### src/rtl/imm_encoder_if.sv
// imm_encoder_if -- request/response bundle for imm_encoder.
//
// Request side : in_valid, in_ready, immsrc, imm, opcode, funct3, rd, rs1, rs2
// Response side: out_valid, out_ready, instr
// Status       : err (one-cycle reject pulse), err_count (saturating), enc_count (wrapping)
//
// Modports:
//   master -- the request producer and response consumer (drives requests, out_ready)
//   slave  -- the encoder itself
interface imm_encoder_if;
  logic        in_valid;
  logic        in_ready;
  logic [2:0]  immsrc;
  logic [31:0] imm;
  logic [6:0]  opcode;
  logic [2:0]  funct3;
  logic [4:0]  rd;
  logic [4:0]  rs1;
  logic [4:0]  rs2;
  logic        out_valid;
  logic        out_ready;
  logic [31:0] instr;
  logic        err;
  logic [7:0]  err_count;
  logic [15:0] enc_count;

  modport master (
    output in_valid, immsrc, imm, opcode, funct3, rd, rs1, rs2, out_ready,
    input  in_ready, out_valid, instr, err, err_count, enc_count
  );

  modport slave (
    input  in_valid, immsrc, imm, opcode, funct3, rd, rs1, rs2, out_ready,
    output in_ready, out_valid, instr, err, err_count, enc_count
  );
endinterface

### src/rtl/imm_encoder.sv
// imm_encoder -- packs RV32 instruction fields plus a decoded immediate back into a
// 32-bit instruction word (inverse of immediate decode) and queues the result.
//
// Ports:
//   clk  -- clock, rising edge
//   rst  -- asynchronous active-high reset; empties the queue and clears counters
//   bus  -- imm_encoder_if.slave: request handshake, output queue head, status
//
// Parameters:
//   FIFO_DEPTH -- output queue depth in entries (power of two, >= 2)
//
// Build option:
//   IMM_ENCODER_RANGE_CHECK_EN -- when defined, accepted requests whose immediate does not
//   fit the selected format are rejected like an invalid immsrc. When undefined, unused
//   immediate bits are dropped and only invalid immsrc values are rejected.
module imm_encoder #(
  parameter int unsigned FIFO_DEPTH = 2
) (
  input logic         clk,
  input logic         rst,
  imm_encoder_if.slave bus
);

  localparam int unsigned PtrW = (FIFO_DEPTH > 1) ? $clog2(FIFO_DEPTH) : 1;
  localparam int unsigned CntW = PtrW + 1;

  logic [31:0]     mem_q [FIFO_DEPTH];
  logic [PtrW-1:0] wr_ptr_q, rd_ptr_q;
  logic [CntW-1:0] cnt_q;
  logic            err_q;
  logic [7:0]      err_count_q;
  logic [15:0]     enc_count_q;

  logic [31:0] enc;
  logic        fmt_ok;
  logic        range_ok;
  logic        accept;
  logic        push;
  logic        pop;

  // Field packing per format; invalid formats flag fmt_ok low.
  always_comb begin
    enc    = '0;
    fmt_ok = 1'b1;
    case (bus.immsrc)
      3'b000: enc = {bus.imm[11:0], bus.rs1, bus.funct3, bus.rd, bus.opcode};
      3'b001: enc = {bus.imm[31:12], bus.rd, bus.opcode};
      3'b010: enc = {bus.imm[11:5], bus.rs2, bus.rs1, bus.funct3, bus.imm[4:0], bus.opcode};
      3'b011: enc = {bus.imm[12], bus.imm[10:5], bus.rs2, bus.rs1, bus.funct3,
                     bus.imm[4:1], bus.imm[11], bus.opcode};
      3'b100: enc = {bus.imm[20], bus.imm[10:1], bus.imm[11], bus.imm[19:12],
                     bus.rd, bus.opcode};
      default: fmt_ok = 1'b0;
    endcase
  end

`ifdef IMM_ENCODER_RANGE_CHECK_EN
  // Immediate must be representable: sign bits above the field all equal, and
  // branch/jump offsets must be even. U-type must have a zero low 12 bits.
  always_comb begin
    range_ok = 1'b1;
    case (bus.immsrc)
      3'b000, 3'b010: range_ok = (&bus.imm[31:11]) | ~(|bus.imm[31:11]);
      3'b001:         range_ok = ~(|bus.imm[11:0]);
      3'b011:         range_ok = ((&bus.imm[31:12]) | ~(|bus.imm[31:12])) & ~bus.imm[0];
      3'b100:         range_ok = ((&bus.imm[31:20]) | ~(|bus.imm[31:20])) & ~bus.imm[0];
      default:        range_ok = 1'b1;
    endcase
  end
`else
  assign range_ok = 1'b1;
`endif

  // in_ready depends only on occupancy, so a full queue refuses a push even while popping.
  assign bus.in_ready  = (cnt_q < CntW'(FIFO_DEPTH));
  assign bus.out_valid = (cnt_q != '0);
  assign bus.instr     = mem_q[rd_ptr_q];
  assign bus.err       = err_q;
  assign bus.err_count = err_count_q;
  assign bus.enc_count = enc_count_q;

  assign accept = bus.in_valid & bus.in_ready;
  assign push   = accept & fmt_ok & range_ok;
  assign pop    = bus.out_valid & bus.out_ready;

  // Storage needs no reset: only entries counted by cnt_q are ever presented.
  always_ff @(posedge clk) begin
    if (push && !rst) begin
      mem_q[wr_ptr_q] <= enc;
    end
  end

  always_ff @(posedge clk or posedge rst) begin
    if (rst) begin
      wr_ptr_q    <= '0;
      rd_ptr_q    <= '0;
      cnt_q       <= '0;
      err_q       <= 1'b0;
      err_count_q <= '0;
      enc_count_q <= '0;
    end else begin
      // Power-of-two depth: pointers wrap naturally.
      if (push) wr_ptr_q <= wr_ptr_q + 1'b1;
      if (pop)  rd_ptr_q <= rd_ptr_q + 1'b1;
      case ({push, pop})
        2'b10:   cnt_q <= cnt_q + 1'b1;
        2'b01:   cnt_q <= cnt_q - 1'b1;
        default: cnt_q <= cnt_q;
      endcase
      err_q <= accept & ~(fmt_ok & range_ok);
      if (accept && !(fmt_ok && range_ok) && (err_count_q != 8'hFF)) begin
        err_count_q <= err_count_q + 1'b1;
      end
      if (pop) enc_count_q <= enc_count_q + 1'b1;
    end
  end

endmodule
### src/flat_wrapper.sv
// flat-port wrapper written by rule: the top's interface ports become plain ports
module imm_encoder_flat 
#(
  parameter int unsigned FIFO_DEPTH = 2
)
  (clk, rst, bus_in_valid, bus_immsrc, bus_imm, bus_opcode, bus_funct3, bus_rd, bus_rs1, bus_rs2, bus_out_ready, bus_in_ready, bus_out_valid, bus_instr, bus_err, bus_err_count, bus_enc_count);
  imm_encoder_if bus_i ();
  input logic clk;
  input logic rst;
  input wire logic [$bits(bus_i.in_valid)-1:0] bus_in_valid;
  input wire logic [$bits(bus_i.immsrc)-1:0] bus_immsrc;
  input wire logic [$bits(bus_i.imm)-1:0] bus_imm;
  input wire logic [$bits(bus_i.opcode)-1:0] bus_opcode;
  input wire logic [$bits(bus_i.funct3)-1:0] bus_funct3;
  input wire logic [$bits(bus_i.rd)-1:0] bus_rd;
  input wire logic [$bits(bus_i.rs1)-1:0] bus_rs1;
  input wire logic [$bits(bus_i.rs2)-1:0] bus_rs2;
  input wire logic [$bits(bus_i.out_ready)-1:0] bus_out_ready;
  output wire logic [$bits(bus_i.in_ready)-1:0] bus_in_ready;
  output wire logic [$bits(bus_i.out_valid)-1:0] bus_out_valid;
  output wire logic [$bits(bus_i.instr)-1:0] bus_instr;
  output wire logic [$bits(bus_i.err)-1:0] bus_err;
  output wire logic [$bits(bus_i.err_count)-1:0] bus_err_count;
  output wire logic [$bits(bus_i.enc_count)-1:0] bus_enc_count;
  assign bus_i.in_valid = bus_in_valid;
  assign bus_i.immsrc = bus_immsrc;
  assign bus_i.imm = bus_imm;
  assign bus_i.opcode = bus_opcode;
  assign bus_i.funct3 = bus_funct3;
  assign bus_i.rd = bus_rd;
  assign bus_i.rs1 = bus_rs1;
  assign bus_i.rs2 = bus_rs2;
  assign bus_i.out_ready = bus_out_ready;
  assign bus_in_ready = bus_i.in_ready;
  assign bus_out_valid = bus_i.out_valid;
  assign bus_instr = bus_i.instr;
  assign bus_err = bus_i.err;
  assign bus_err_count = bus_i.err_count;
  assign bus_enc_count = bus_i.enc_count;
  imm_encoder #(.FIFO_DEPTH(FIFO_DEPTH)) u_core (.clk(clk), .rst(rst), .bus(bus_i));
endmodule
### config.mk
export PLATFORM = sky130hd
export DESIGN_NAME = imm_encoder_flat
export DESIGN_NICKNAME = d
export VERILOG_FILES = /design/src/rtl/imm_encoder_if.sv /design/src/rtl/imm_encoder.sv /design/src/flat_wrapper.sv
export SDC_FILE = /design/constraint.sdc
export NUM_CORES = 1
export LEC_CHECK = 0
export CORE_MARGIN = 10
export CORE_UTILIZATION = 53
export CTS_BUF_LIST = sky130_fd_sc_hd__clkbuf_2 sky130_fd_sc_hd__clkbuf_4 sky130_fd_sc_hd__clkbuf_8
export DETAILED_ROUTE_END_ITERATION = 6
export PLACE_DENSITY = 0.95
export SLEW_MARGIN = 30
export SYNTH_ARGS = -nofsm -noshare
export SYNTH_HDL_FRONTEND = slang
export SYNTH_SLANG_ARGS = --single-unit
### constraint.sdc
create_clock -name clk -period 10 [get_ports clk]
set_input_delay 2 -clock clk [delete_from_list [all_inputs] [get_ports clk]]
set_output_delay 2 -clock clk [all_outputs]
set_load 0.01 [all_outputs]
==> results of run 1 <==
==> logic make-up after synthesis <==
kind of cell / synth area share, %
AOI/OAI and AO/OA: 7.94
muxes: 12.5
adders and majority gates: 0.869
xor gates and xnor gates: 4.87
DFF: 61.3
buffers and inverters: 2.67
and+or+nand+nor: 9.88
==> cell type report <==
class / count / area share (%)
Timing Repair Buffer: 127 / 21.4
Multi-Input combinational cell: 207 / 26.8
Tap cell: 102 / 2.18
Clock inverter: 6 / 1.50
Clock buffer: 10 / 2.25
Inverter: 9 / 0.577
Sequential cell: 93 / 45.3
==> layer usage <==
metal | global-route usage, % | up-vias
met3 | 6.04 | 21
met2 | 29.9 | 199
li1 | - | 1451
met5 | 0 | -
met1 | 21.1 | 1568
met4 | 7.52 | 0
==> synth_stat cells, drive strengths merged <==
cell type / number / area, sq um
edfxtp: 64 / 1920
mux2: 36 / 409
dfrtp: 29 / 726
nand2: 24 / 90.1
xnor2: 20 / 175
a22oi: 17 / 128
mux2i: 13 / 130
nor2b: 12 / 75.1
o21ai: 12 / 71.3
clkbuf: 10 / 37.5
nand3: 10 / 50.1
inv: 9 / 33.8
o22ai: 8 / 50.1
and2: 7 / 43.8
buf: 7 / 43.8
and3: 6 / 37.5
nor2: 6 / 22.5
nand4: 5 / 31.3
nor3: 5 / 25.0
a21oi: 4 / 20.0
o32ai: 4 / 35.0
xor2: 4 / 35.0
ha: 3 / 37.5
nand2b: 3 / 18.8
nor3b: 2 / 26.3
a211oi: 1 / 7.51
a221oi: 1 / 8.76
a31oi: 1 / 6.26
o2111ai: 1 / 8.76
o211ai: 1 / 7.51
or2: 1 / 6.26
==> registers in the layout, summed over array words and instances (netlist names) <==
name / flops
u_core.mem_q: 64
u_core.bus.enc_count: 16
u_core.bus.err_count: 8
u_core.cnt_q: 2
u_core.bus.err: 1
u_core.rd_ptr_q: 1
u_core.wr_ptr_q: 1
==> power groups by stage <==
stage	registers [uW]	clock network, uW	logic, uW
after floorplan	510	0	202
after CTS	513	272	400
after global routing	521	287	420
final	514	268	393
after global placement	516	0	387
after detailed placement	521	0	396
==> per-stage QoR <==
step / area [sq um] / setup WS [ns] / power [uW] / instances / hold slack (ns)
2_1_floorplan: 4320 / 4.55 / 713 / 326 / 0.461
3_3_place_gp: 5630 / 5.37 / 902 / 538 / 0.459
3_5_place_dp: 5630 / 5.16 / 917 / 538 / 0.490
4_1_cts: 5850 / 5.58 / 1190 / 554 / 0.501
5_1_grt: 5850 / 5.50 / 1230 / 554 / 0.511
6_report: 5850 / 5.63 / 1180 / 554 / 0.497
==> worst max-delay path, stage by stage (launching register included) <==
cell and delay (ns):
dfrtp_1 0.74, buf_4 0.39, mux2_2 0.39, clkdlybuf4s50_1 0.50
==> how the worst min path moves through the flow <==
| stage | start | depth (start not counted) | to |
|---|---|---|---|
| 5_1_grt | u_core.bus.enc_count[14] | 1 | u_core.bus.enc_count[14] |
| 3_5_place_dp | u_core.bus.enc_count[14] | 1 | u_core.bus.enc_count[14] |
| 2_1_floorplan | u_core.wr_ptr_q | 1 | u_core.wr_ptr_q |
| 4_1_cts | u_core.bus.enc_count[14] | 1 | u_core.bus.enc_count[14] |
| 6_report | u_core.bus.enc_count[15] | 1 | u_core.bus.enc_count[15] |
| 3_3_place_gp | u_core.bus.enc_count[15] | 1 | u_core.bus.enc_count[15] |
==> cells in the final DEF, fill, tap and decap left out, types with 5 or more instances in the layout <==
| master | instances |
|---|---|
| a22oi_1 | 17 |
| and2_1 | 7 |
| and3_1 | 6 |
| buf_4 | 5 |
| clkbuf_8 | 9 |
| clkdlybuf4s50_1 | 121 |
| dfrtp_1 | 29 |
| edfxtp_1 | 64 |
| inv_1 | 8 |
| mux2_2 | 35 |
| mux2i_1 | 13 |
| nand2_1 | 24 |
| nand3_1 | 10 |
| nand4_1 | 5 |
| nor2_1 | 6 |
| nor2b_1 | 11 |
| o21ai_0 | 11 |
| o22ai_1 | 8 |
| xnor2_1 | 20 |
==> impl_metrics.toml, run 1 <==
[critical_path]
critPathLaunch = "u_core.rd_ptr_q"
cp_max_fo = 19
worstSetupPathType = "reg -> out"
rrSetupSlack_ns = 8.23
crit_end = "bus_instr[16]"
reg2reg_from = "u_core.cnt_q[1]"
r2r_cells = 4
crit_required_ns = 8.00
reg2reg_to = "u_core.mem_q[1][22]"
critPathCaptureType = "output pin"
start_kind = "flip-flop"
cp.arrival_ns = 2.37

[route]
via_per_inst = 5.85
wl_met3_mm = 1.17
wl_per_cell_um = 19.7
met1_length_mm = 4.19
dr_total_vias = 3239
drc = 0
wl_mm = 10.9
wl_met2_mm = 5.31
ant_nets = 0
dr.pass1.iters = 5
top_layer = "met4"
initialDrtViolationCount = 190

[global_routing]
grt_max_degree = 42
grt_pass1_vias = 3411
grt_pass1_wl_mm = 17.0
antenna_found_initial = 0
overflow = 0
track_usage_pct = 18.1

[synth]
synth_fp_nets = 393
ys_types = 36
yosys_warnings = 0
ys_seq_area_share_pct = 61.3
syn_area_per_cell_sq_um = 13.2
syn_area_sq_mm = 0.00432
ys_ff_latch = 93
syn_inst = 326

[layout]
fin_util_pct = 74.9
register_area_sq_mm = 0.00265
n_fill_cell = 489
layout-drive-gt1-share_pct = 14.2
antenna_cells = 0
multiInputGateArea_sq_mm = 0.00157
synthToLayoutAreaGrowth_pct = 35.5
layout.nets = 514

[worst_hold_path]
hold_path.class = "reg -> reg"

[floorplanning]
design.portCount = 123
dieArea_sq_mm = 0.0122
core-area_sq_mm = 0.00781
num_rows = 32
die_y_um = 110
floorplan.initialDensity_pct = 55.3
die_x_um = 110

[power_and_ir_drop]
p_clk_share_pct = 22.8
comb_power_share_pct = 33.5
total_leakage_power_uw = 0.00217
peakVddDrop_mv = 0.0982
power_frac_seq_pct = 43.7
p_sw_uw = 343
switching_share_pct = 29.2
power_density_mw_per_mm2 = 201
internal-power_uw = 832

[timing]
fin_skew_ns = 0.0144
hold_violations = 0
fin_crit_ns = 4.37
max_freq_mhz = 229
tightest_slew_ns = 0.840
slew_viol_final = 0
fin_setup_tns_ns = 0
slew_headroom_pct = 43.8
finalCritPeriodShare_pct = 43.7
final-setup-viol-count = 0
rsz0062_at_grt = "false"

[clock_tree]
clock_tree.root_cell = "clkbuf_8"
h-tree-depth = 3
cts_tree = "built"
cts_buffer_depth = 2
cts_sinks = 93
post_cts_buffers = 0
cts-resized-gates = 0
ctsHoldBuffers = 0
numCtsBuffers = 9
clk_latency_ns = 0.35
clkTransAtPathRegs_ns = 0.09

[place]
dpl.hpwl_mm = 8.13
place_congestion = 0.845
io_buffers = 122

[flow_run]
max-cap-violations = 0

[outcome]
status = "finished clean"
Note: power is estimated with default switching activity, not from simulation.
==> inputs of run 2 (changes only) <==
--- a/config.mk
+++ b/config.mk
@@ -6,10 +6,10 @@
 export NUM_CORES = 1
 export LEC_CHECK = 0
 export CORE_MARGIN = 10
-export CORE_UTILIZATION = 53
+export CORE_UTILIZATION = 49
 export CTS_BUF_LIST = sky130_fd_sc_hd__clkbuf_2 sky130_fd_sc_hd__clkbuf_4 sky130_fd_sc_hd__clkbuf_8
 export DETAILED_ROUTE_END_ITERATION = 6
-export PLACE_DENSITY = 0.95
+export PLACE_DENSITY = 0.93
 export SLEW_MARGIN = 30
 export SYNTH_ARGS = -nofsm -noshare
 export SYNTH_HDL_FRONTEND = slang
==> constraint.sdc (replaced) <==
create_clock -name clk -period 4.6 [get_ports clk]
set_input_delay 0.92 -clock clk [delete_from_list [all_inputs] [get_ports clk]]
set_output_delay 0.92 -clock clk [all_outputs]
set_load 0.01 [all_outputs]
==> run 2 against run 1 <==
Net effect:
- non-clock buffer count rose by 1
- critical path depth did not move
- first-iteration DRC count fell by 17%
- hold slack got worse by 0.018 ns
- largest cell class unchanged
- sequential cell count did not move
- clock-buffer cell count did not move
- die area rose by 6.7%
- clock skew barely moved
- combinational power rose by 120%
- cell count rose by 1.3%
- sequential power rose by 120%
- sequential share of layout area barely moved
==> impl_metrics.toml, run 2 (synthesis results as in run 1) <==
[flow_run]
max-cap-violations = 0

[layout]
synthToLayoutAreaGrowth_pct = 35.5
mostFrequentLayoutCells = "clkdlybuf4s50_1, edfxtp_1, mux2_2"
n_fill_cell = 610
multiInputGateArea_sq_mm = 0.00157
layout-drive-gt1-share_pct = 14.1
regMostFlops = "u_core.mem_q"
layout_commonest_cell = "clkdlybuf4s50_1"
largest_register_ffs = 64
antenna_cells = 0
layout.nets = 515
register_area_sq_mm = 0.00265

[worst_hold_path]
hp-start = "u_core.bus.enc_count[15]"
hold_path.class = "reg -> reg"
hold_depth = 1

[timing]
final-setup-viol-count = 0
tightest_slew_ns = 0.862
fin_setup_tns_ns = 0
hold_violations = 0
fin_crit_ns = 3.24
fin_skew_ns = 0.0147
max_freq_mhz = 309
slew_viol_final = 0
slew_headroom_pct = 42.4
rsz0062_at_grt = "false"
setup_slack_ns = 1.36
finalCritPeriodShare_pct = 70.4

[floorplanning]
dieArea_sq_mm = 0.0130
floorplan.initialDensity_pct = 50.0
num_rows = 34
design.portCount = 123
die_y_um = 114
core-area_sq_mm = 0.00864
die_x_um = 114

[critical_path]
critPathLaunch = "u_core.rd_ptr_q"
r2r_cells = 6
start_kind = "flip-flop"
cp.arrival_ns = 2.32
worstSetupPathType = "reg -> out"
critPathCaptureType = "output pin"
cp_max_fo = 23
crit_required_ns = 3.68
reg2reg_from = "u_core.cnt_q[0]"

[outcome]
status = "finished clean"

[clock_tree]
clock_tree.root_cell = "clkbuf_8"
clk_latency_ns = 0.35
cts_tree = "built"
cts_sinks = 93
ctsHoldBuffers = 0
h-tree-depth = 3
numCtsBuffers = 9
cts-resized-gates = 0
post_cts_buffers = 0
cts_buffer_depth = 2
clkTransAtPathRegs_ns = 0.10

[route]
dr.pass1.iters = 5
ant_nets = 0
via_per_inst = 5.54
drc = 0
initialDrtViolationCount = 157
wl_per_cell_um = 19.1
wl_mm = 10.7
dr_total_vias = 3109

[place]
pre_cts_ws_ns = 1.43
io_buffers = 122
place_congestion = 0.874
dpl.hpwl_mm = 8.04

[global_routing]
grt_max_degree = 42
track_usage_pct = 16.4
antenna_found_initial = 0
overflow = 0
grt_pass1_vias = 3280
grt_pass1_wl_mm = 17.2

[power_and_ir_drop]
total_leakage_power_uw = 0.00216
power_density_mw_per_mm2 = 432
peakVddDrop_mv = 0.210
-- run 2: changes by cell type in the layout (fill, tap and decap cells not counted) --
cell | previous run | this run
buf_2 | 1 | 0
buf_4 | 5 | 6
bufinv_16 | 2 | 1
clkdlybuf4s50_1 | 121 | 122
clkinv_1 | 1 | 0
inv_6 | 0 | 2
nor2b_1 | 11 | 12
nor2b_2 | 1 | 0
-- run 2: path summary, 6_finish.rpt --
kind / to / slack, ns
worst max-delay path: bus_instr[19] / 1.36
worst min-delay path: u_core.bus.enc_count[15] / 0.48
worst max register to register: u_core.cnt_q[1] / 2.85
worst min register to register: u_core.bus.enc_count[15] / 0.48
max in group asynchronous: u_core.bus.enc_count[15] / 3.08
min in group asynchronous: u_core.bus.enc_count[1] / 1.12
-- run 2: critical path, stage by stage (launching register included) --
cell and delay, ns:
dfrtp_1 0.65, buf_4 0.40, mux2_2 0.41, clkdlybuf4s50_1 0.49
-- run 2: layer usage --
layer	global-route usage (%)	vias up	share of wire, %
li1	-	1451	-
met1	20.8	1491	42
met2	25.6	155	46
met3	6.30	12	10
met4	4.76	0	1.1
met5	0	-	0
-- run 2: final cells by class --
cell class              count  area share [%]
flip-flops and latches     93            45.2
multi-input cells         207            26.8
repair buffers            128            21.6
well taps                 108            2.31
clock buffers              10            2.25
clock inverters             6            1.22
inverters                   9           0.577
-- run 2: power by group --
| part | total (uW) | leakage, uW | switching (uW) | internal (uW) |
|---|---|---|---|---|
| clock | 554 | 0.0000969 | 291 | 262 |
| sequential | 1110 | 0.000961 | 105 | 1000 |
| combinational | 866 | 0.00111 | 371 | 495 |
| total | 2530 | 0.00216 | 767 | 1760 |
-- run 2: through the flow --
step	instances	instance area (sq um)	utilization, %	total power, uW	hold WS, ns
2_1_floorplan	326	4320	-	1550	0.461
3_3_place_gp	545	5650	65.4	1970	0.460
3_5_place_dp	545	5650	65.4	2000	0.472
4_1_cts	561	5850	67.8	2550	0.486
5_1_grt	561	5850	67.8	2640	0.508
6_report	561	5850	67.8	2530	0.479
==> inputs of run 3 (changes only) <==
--- a/config.mk
+++ b/config.mk
@@ -6,10 +6,10 @@
 export NUM_CORES = 1
 export LEC_CHECK = 0
 export CORE_MARGIN = 10
-export CORE_UTILIZATION = 49
+export CORE_UTILIZATION = 45
 export CTS_BUF_LIST = sky130_fd_sc_hd__clkbuf_2 sky130_fd_sc_hd__clkbuf_4 sky130_fd_sc_hd__clkbuf_8
 export DETAILED_ROUTE_END_ITERATION = 6
-export PLACE_DENSITY = 0.93
+export PLACE_DENSITY = 0.9
 export SLEW_MARGIN = 30
 export SYNTH_ARGS = -nofsm -noshare
 export SYNTH_HDL_FRONTEND = slang
==> constraint.sdc (replaced) <==
create_clock -name clk -period 2.8 [get_ports clk]
set_input_delay 0.56 -clock clk [delete_from_list [all_inputs] [get_ports clk]]
set_output_delay 0.56 -clock clk [all_outputs]
set_load 0.01 [all_outputs]
==> run 3 against run 2 <==
Net effect:
- sequential cell count unchanged
- largest power group unchanged
- sequential share of layout area is 0.41 points lower
- clock power up 41%
- clock skew shrank 0.0036 ns
==> impl_metrics.toml, run 3 (synthesis results as in run 1) <==
[clock_tree]
cts_tree = "built"
clk_latency_ns = 0.35
clock_tree.root_cell = "clkbuf_8"
post_cts_buffers = 0
cts_buffer_depth = 2
h-tree-depth = 3
clkTransAtPathRegs_ns = 0.09
cts_sinks = 93
numCtsBuffers = 9
cts-resized-gates = 0
ctsHoldBuffers = 0

[place]
io_buffers = 122
place_congestion = 0.890
dp_cells = 572
dpl.hpwl_mm = 8.25
pre_cts_ws_ns = 0.405

[global_routing]
grt_max_degree = 37
grt_pass1_vias = 3277
track_usage_pct = 15.2
antenna_found_initial = 0
overflow = 0
grt_pass1_wl_mm = 17.3

[route]
top_layer = "met4"
wl_per_cell_um = 18.0
dr_total_vias = 3184
wl_met3_mm = 1.09
wl_met2_mm = 4.96
wl_mm = 10.6
met1_length_mm = 4.38
via_per_inst = 5.41
drc = 0
ant_nets = 0
initialDrtViolationCount = 184
dr.pass1.iters = 4

[timing]
finalCritPeriodShare_pct = 91.1
setup_slack_ns = 0.248
slew_viol_final = 0
tightest_slew_ns = 0.690
fin_hold_ws_ns = 0.477
slew_headroom_pct = 53.9
fin_skew_ns = 0.0111
final-setup-viol-count = 0
max_freq_mhz = 392
fin_setup_tns_ns = 0
hold_violations = 0
fin_crit_ns = 2.55
rsz0062_at_grt = "false"

[critical_path]
start_kind = "flip-flop"
rrSetupSlack_ns = 1.03
critPathCaptureType = "output pin"
cp.arrival_ns = 1.99
cp_max_fo = 33
worstSetupPathType = "reg -> out"
crit_required_ns = 2.24

[floorplanning]
core-area_sq_mm = 0.00928
die_x_um = 118
floorplan.initialDensity_pct = 46.5
design.portCount = 123
die_y_um = 118
num_rows = 35
dieArea_sq_mm = 0.0139

[layout]
largest_register_ffs = 64
mostFrequentLayoutCells = "clkdlybuf4s50_1, edfxtp_1, mux2_2"
synthToLayoutAreaGrowth_pct = 36.7
layout.nets = 521
layout_commonest_cell = "clkdlybuf4s50_1"
fin_cells = 588
antenna_cells = 0
layout-drive-gt1-share_pct = 14.6
regMostFlops = "u_core.mem_q"

[worst_hold_path]
hold_path.class = "reg -> reg"

[outcome]
status = "finished clean"

[flow_run]
max-cap-violations = 0

[power_and_ir_drop]
total_leakage_power_uw = 0.00219
power_density_mw_per_mm2 = 684
peakVddDrop_mv = 0.310
[run 3: cell types whose count changed in the layout (fill, tap and decap cells not counted), sizes merged]
cell / previous run / this run
clkbuf: 10 / 9
buf: 6 / 12
bufinv: 1 / 0
clkinv: 1 / 3
[run 3: worst paths after layout]
path / from / end / cells past startpoint
setup / recovery: u_core.rd_ptr_q / bus_instr[31] / 3
hold / removal: u_core.bus.enc_count[15] / u_core.bus.enc_count[15] / 1
setup reg to reg: u_core.cnt_q[1] / u_core.mem_q[1][1] / 4
hold reg to reg: u_core.bus.enc_count[15] / u_core.bus.enc_count[15] / 1
max in group asynchronous: rst / u_core.bus.err / 3
min in group asynchronous: rst / u_core.wr_ptr_q / 2
[run 3: final cells by class]
class	instances	area (sq um)
Fill cell	691	3380
Sequential cell	93	2650
Multi-Input combinational cell	207	1580
Timing Repair Buffer	134	1310
Tap cell	129	161
Clock buffer	9	124
Clock inverter	7	48.8
Inverter	9	33.8
[run 3: through the flow]
| stage | cell area, sq um | power (uW) | utilization (%) |
|---|---|---|---|
| final | 5910 | 4040 | 63.6 |
| after global routing | 5910 | 4250 | 63.6 |
| after CTS | 5910 | 4070 | 63.6 |
| after detailed placement | 5730 | 3300 | 61.8 |
| after global placement | 5730 | 3260 | 61.8 |
| after floorplan | 4340 | 2550 | - |
[run 3: layer usage]
metal | vias up | global-route usage, %
met4 | 0 | 4.56
li1 | 1467 | -
met3 | 17 | 7.00
met5 | - | 0
met2 | 162 | 24.1
met1 | 1538 | 18.1
[run 3: where the power goes]
part | total, uW | leakage, uW | switching, uW | internal (uW)
Combinational | 1460 | 0.00114 | 636 | 826
Clock | 783 | 0.0000813 | 459 | 324
Sequential | 1790 | 0.000961 | 145 | 1650
[run 3: critical path, stage by stage (launching register included)]
cell             delay, ns
dfrtp_1               0.33
buf_4                 0.38
mux2_2                0.39
clkdlybuf4s50_1       0.54
